### config.mk
export PLATFORM = sky130hd
export DESIGN_NAME = move_request_ctrl
export DESIGN_NICKNAME = d
export VERILOG_FILES = /design/src/rtl/chess_pkg.sv /design/src/rtl/move_request_ctrl.sv
export SDC_FILE = /design/constraint.sdc
export NUM_CORES = 1
export LEC_CHECK = 0
export BUFFER_PORTS_ARGS = -buffer_cell sky130_fd_sc_hd__buf_4
export CAP_MARGIN = 20
export CORE_AREA = 2 2 118 120
export CTS_BUF_LIST = sky130_fd_sc_hd__clkbuf_8
export CTS_CLUSTER_DIAMETER = 50
export DETAILED_ROUTE_END_ITERATION = 10
export DIE_AREA = 0 0 120 122
export PLACE_DENSITY = 0.66
export SETUP_SLACK_MARGIN = 0.1
export SLEW_MARGIN = 20
export SYNTH_ARGS = -nofsm -noshare
export SYNTH_HDL_FRONTEND = slang
export SYNTH_SLANG_ARGS = --single-unit
### constraint.sdc
create_clock -name clk -period 7 [get_ports clk]
set_input_delay 1.4 -clock clk [delete_from_list [all_inputs] [get_ports clk]]
set_output_delay 1.4 -clock clk [all_outputs]
set_load 0.02 [all_outputs]
### src/rtl/chess_pkg.sv
// Shared piece encoding, colour helpers and controller state type for the move path.
// PROMOTION_EN additionally exposes the queen codes used for pawn promotion.
package chess_pkg;

   localparam logic [3:0] W_PAWN   = 4'd5;
   localparam logic [3:0] B_ROOK   = 4'd6;
   localparam logic [3:0] B_PAWN   = 4'd11;
   localparam logic [3:0] EMPTY_SQ = 4'hF;
`ifdef PROMOTION_EN
   localparam logic [3:0] W_QUEEN  = 4'd3;
   localparam logic [3:0] B_QUEEN  = 4'd9;
`endif

   function automatic logic is_white(input logic [3:0] piece);
      return piece <= W_PAWN;
   endfunction

   function automatic logic is_black(input logic [3:0] piece);
      return (piece >= B_ROOK) && (piece <= B_PAWN);
   endfunction

   typedef enum logic [2:0] {
      IDLE,
      SRC_HELD,
      REQUEST,
      WAIT_RESP,
      COMMIT_DST,
      COMMIT_SRC,
      DONE,
      REJECT
   } ctrl_state_t;

endpackage

### src/rtl/move_request_ctrl.sv
// Turns cursor selections into a validator request and commits accepted moves as two writes.
// Optional macro PROMOTION_EN: pawns reaching the last rank are written as queens.
module move_request_ctrl
   import chess_pkg::*;
#(
   parameter int TIMEOUT_CYCLES = 16,
   parameter bit WHITE_FIRST    = 1'b1
) (
   input  logic                 clk,
   input  logic                 reset,
   input  logic [2:0]           cursor_x,
   input  logic [2:0]           cursor_y,
   input  logic                 select_pulse,
   input  logic                 cancel_pulse,
   input  logic [7:0][7:0][3:0] board_in,
   output logic [2:0]           req_old_x,
   output logic [2:0]           req_old_y,
   output logic [2:0]           req_new_x,
   output logic [2:0]           req_new_y,
   output logic [3:0]           req_piece_type,
   output logic                 req_valid,
   input  logic                 val_valid_move,
   input  logic                 val_valid_output,
   output logic                 wr_en,
   output logic [2:0]           wr_x,
   output logic [2:0]           wr_y,
   output logic [3:0]           wr_piece,
   output logic                 src_selected,
   output logic                 side_to_move,
   output logic                 busy,
   output logic                 move_done,
   output logic                 move_rejected
);

   localparam int               CNT_W    = $clog2(TIMEOUT_CYCLES);
   localparam logic [CNT_W-1:0] CNT_LAST = CNT_W'(TIMEOUT_CYCLES - 1);

   ctrl_state_t      state, state_nxt;
   logic [2:0]       src_x, src_y, dst_x, dst_y;
   logic [3:0]       src_piece;
   logic [CNT_W-1:0] wait_cnt;
   logic [3:0]       cur_piece;
   logic             cur_own, at_src;
   logic             latch_src, latch_dst;

`ifdef PROMOTION_EN
   function automatic logic [3:0] promote(input logic [3:0] piece, input logic [2:0] y);
      if (piece == W_PAWN && y == 3'd7) return W_QUEEN;
      if (piece == B_PAWN && y == 3'd0) return B_QUEEN;
      return piece;
   endfunction
`endif

   assign cur_piece = board_in[cursor_y][cursor_x];
   assign cur_own   = side_to_move ? is_white(cur_piece) : is_black(cur_piece);
   assign at_src    = (cursor_x == src_x) && (cursor_y == src_y);

   assign req_old_x      = src_x;
   assign req_old_y      = src_y;
   assign req_new_x      = dst_x;
   assign req_new_y      = dst_y;
   assign req_piece_type = src_piece;

   always_ff @(posedge clk or posedge reset) begin
      if (reset) begin
         state        <= IDLE;
         side_to_move <= WHITE_FIRST;
         src_x        <= '0;
         src_y        <= '0;
         src_piece    <= '0;
         dst_x        <= '0;
         dst_y        <= '0;
         wait_cnt     <= '0;
      end else begin
         state <= state_nxt;
         if (latch_src) begin
            src_x     <= cursor_x;
            src_y     <= cursor_y;
            src_piece <= cur_piece;
         end
         if (latch_dst) begin
            dst_x <= cursor_x;
            dst_y <= cursor_y;
         end
         // counter restarts on every entry to WAIT_RESP
         if (state == REQUEST)
            wait_cnt <= '0;
         else if (state == WAIT_RESP)
            wait_cnt <= wait_cnt + 1'b1;
         if (state == DONE)
            side_to_move <= ~side_to_move;
      end
   end

   always_comb begin
      state_nxt     = state;
      latch_src     = 1'b0;
      latch_dst     = 1'b0;
      req_valid     = 1'b0;
      wr_en         = 1'b0;
      wr_x          = '0;
      wr_y          = '0;
      wr_piece      = '0;
      src_selected  = 1'b0;
      busy          = 1'b0;
      move_done     = 1'b0;
      move_rejected = 1'b0;
      case (state)
         IDLE: begin
            if (select_pulse && cur_own) begin
               latch_src = 1'b1;
               state_nxt = SRC_HELD;
            end
         end
         SRC_HELD: begin
            src_selected = 1'b1;
            if (cancel_pulse) begin
               state_nxt = IDLE;
            end else if (select_pulse) begin
               if (at_src) begin
                  state_nxt = IDLE;
               end else if (cur_own) begin
                  latch_src = 1'b1;
               end else begin
                  latch_dst = 1'b1;
                  state_nxt = REQUEST;
               end
            end
         end
         REQUEST: begin
            src_selected = 1'b1;
            busy         = 1'b1;
            req_valid    = 1'b1;
            state_nxt    = WAIT_RESP;
         end
         WAIT_RESP: begin
            src_selected = 1'b1;
            busy         = 1'b1;
            // a verdict on the final counted cycle still wins over the timeout
            if (val_valid_output)
               state_nxt = val_valid_move ? COMMIT_DST : REJECT;
            else if (wait_cnt == CNT_LAST)
               state_nxt = REJECT;
         end
         COMMIT_DST: begin
            src_selected = 1'b1;
            busy         = 1'b1;
            wr_en        = 1'b1;
            wr_x         = dst_x;
            wr_y         = dst_y;
`ifdef PROMOTION_EN
            wr_piece     = promote(src_piece, dst_y);
`else
            wr_piece     = src_piece;
`endif
            state_nxt    = COMMIT_SRC;
         end
         COMMIT_SRC: begin
            src_selected = 1'b1;
            busy         = 1'b1;
            wr_en        = 1'b1;
            wr_x         = src_x;
            wr_y         = src_y;
            wr_piece     = EMPTY_SQ;
            state_nxt    = DONE;
         end
         DONE: begin
            move_done = 1'b1;
            state_nxt = IDLE;
         end
         REJECT: begin
            move_rejected = 1'b1;
            state_nxt     = IDLE;
         end
         default: state_nxt = IDLE;
      endcase
   end

endmodule

==> run summary <==
DP HPWL -> 13800 microns
Wire length per cell -> 21.6 microns
Post-CTS Setup Bufs -> 0
Most instantiated library cell after synthesis -> mux4_2
Final setup viols -> 0
Initial Utilization -> 0.260
Reg2Reg Launch Point -> state[0]
Die X -> 120 microns
Avg Vias per Cell -> 5.23
WL met2 -> 8250 microns
Register area share after synthesis -> 0.171
Synth area leader -> mux4_2
Final min period -> 4730 ps
Clk_skew -> 4.60 ps
Simple-gate share of the synthesized area -> 0.107
GR Overflow Total -> 0
Initial antenna violation count -> 0
Largest net degree at the start of global routing -> 54
Drt drc -> 0
Synth top area share -> 0.449
IO Port Bufs -> 300
Period Utilization, post-route -> 0.676
Ys flop type -> dfrtp_1
Top cells by area, synth -> mux4_2, dfrtp_1, mux2_2, mux2i_1, nand2_1
Die Height -> 122 microns
Post-synthesis compound-gate area fraction -> 0.0930
Sw Share -> 0.425
Post-synthesis area per instance -> 12.1 sq um
CP Max Fanout -> 35
Final worst setup slack -> 2270 ps
Clock power frac -> 0.104
Rows -> 43
EDFF count, synth -> 0
Synth Warn # -> 0
WL met1 -> 6550 microns
All-Layer GR Usage -> 0.209
Hold_sp -> wait_cnt[1]
N_diodes -> 0
Worst EP arrival -> 4890 ps
Setup TNS Final -> 0 ps
DRT iter0 DRCs -> 253
Final #Nets -> 836
Mapped Cells -> 290
Maximum root-to-sink buffer count -> 2
TritonCTS clock tree -> yes
Cell Count, Final, Fillers Out -> 746
Max rail drop VDD -> 124 uV
CTS sink count -> 24
Slew headroom -> 0.363
Post-Syn Area -> 3510 sq um
Setup Slack @ Placement -> 1910 ps
Gates resized, CTS repair -> 0
Hold crit path type -> reg -> reg
Largest family of logic cells by synthesized area -> multiplexers
Leak pwr -> 2.71 nW
Io pins -> 301
Synth async-reset ratio -> 1.00
Core area -> 13500 sq um
Worst path required time -> 7160 ps
Routability cong. -> 1.01
Post-synthesis mux area share -> 0.555
Max-Cap Viols -> 0
Max Freq -> 0.211 GHz
First-pass GRT wire length -> 23400 microns
Total power -> 1.18 mW
Syn_nets -> 559
P_sw -> 0.500 mW
Flops & latches, synth -> 24
RSZ-0062 raised after global routing -> no
Antenna-violating nets left -> 0
Clk_lat worst skew -> 270 ps
Adder-Cell Fraction of Synth Area -> 0.00357
DP Area -> 5840 sq um
DRT Wirelength -> 16100 microns
Fin area -> 5920 sq um
Htree depth -> 1
Origin of the worst setup path -> cursor_y[0]
Count of cell types in the netlist -> 47
Top routing layer used -> met4
Synth Area in XOR/XNOR -> 0.0200
Placed Cells -> 742
Num CTS Buffers -> 3
Critical path startpoint category -> input pin
DR pass1 iterations -> 4
Vias in the first global route -> 4006
WS Path Type -> in -> reg
Worst Tran Pin Value -> 955 ps
Final hold viol count -> 0
Via total after detailed routing -> 3901
Synthesis-to-layout area growth -> 68.6%
Logic pwr share -> 0.626
Status -> finished clean
Die area -> 14600 sq um
DR WL met3 -> 1090 microns
Crit end category -> flop
Sequential share of power -> 0.271
Share of layout cells above drive strength 1 -> 0.708
Post-synth top cells -> mux4_2, dfrtp_1, nand2_1, nor2_1
Cell Pwr Density -> 199 nW/um^2
Cell Int Power -> 0.676 mW
Final Max Tran Viols -> 0
Hold-fix buffers, CTS -> 0
Root Driver -> clkbuf_8
Clk slew on worst S/H paths -> 90 ps
==> registers in the layout, indices dropped and copies added, names as in the netlist <==
signal,cells
req_new_x,3
req_new_y,3
req_old_x,3
req_old_y,3
req_piece_type,4
side_to_move,1
state,3
wait_cnt,4
==> per-stage QoR <==
step           hold WS, ps  utilization
2_1_floorplan          466            -
3_3_place_gp           482        0.433
3_5_place_dp           502        0.433
4_1_cts                521        0.438
5_1_grt                557        0.438
6_report               519        0.438
==> worst max-delay path, stage by stage <==
cell and delay, ps:
buf_4 470, buf_4 620, mux4_2 580, o22ai_1 160, nand2_1 80, nand4_1 160, nor4bb_2 600, nand2_1 190
o211ai_4 220, mux2_2 390
==> layout by cell type (no fill, tap or decap), types with 3 or more instances in the layout <==
cell type,synthesis,routed
a21oi_1,6,6
a221oi_1,3,3
a31oi_1,6,6
buf_4,7,301
clkbuf_8,0,3
dfrtp_1,23,23
inv_1,6,6
mux2_2,17,17
mux2i_1,17,17
mux4_2,70,70
nand2_1,21,21
nand2b_1,4,4
nand3_1,7,7
nor2_1,21,21
nor2b_1,5,5
nor3_1,3,3
o21ai_0,5,5
o22ai_1,5,5
or3b_2,3,3
xor2_1,6,6
==> cell type report <==
class / count / area [sq um]
Clock buffer: 3 / 41.3
Clock inverter: 1 / 30.0
Fill cell: 1291 / 7590
Inverter: 6 / 22.5
Multi-Input combinational cell: 231 / 2740
Sequential cell: 24 / 602
Tap cell: 180 / 225
Timing Repair Buffer: 301 / 2260
==> path summary, 6_finish.rpt <==
kind / end / slack, ps / cells past startpoint
max: req_old_y[0] / 2270 / 10
min: wait_cnt[1] / 520 / 2
max reg2reg: req_old_y[0] / 3660 / 6
min reg2reg: wait_cnt[1] / 520 / 2
max in group asynchronous: req_new_y[2] / 5070 / 2
min in group asynchronous: wait_cnt[2] / 1350 / 2
==> logic make-up after synthesis <==
group           after synthesis
simple gates                 75
compound gates               42
buf+inv                      35
mux                         105
xor+xnor                      8
flops                        24
fa+ha+maj                     1
==> per-layer routing <==
layer  vias up  track usage
li1       1744            -
met1      1945        0.273
met2       196        0.368
met3        16       0.0421
met4         0       0.0265
met5         -            0
==> power by group through the flow <==
stage	logic [mW]	registers, mW	clock network, mW
final	0.736	0.318	0.122
after global routing	0.788	0.332	0.129
after CTS	0.738	0.317	0.124
after detailed placement	0.736	0.319	0
after global placement	0.723	0.315	0
after floorplan	0.398	0.323	0
No activity file was read; power rests on OpenSTA's default activity.
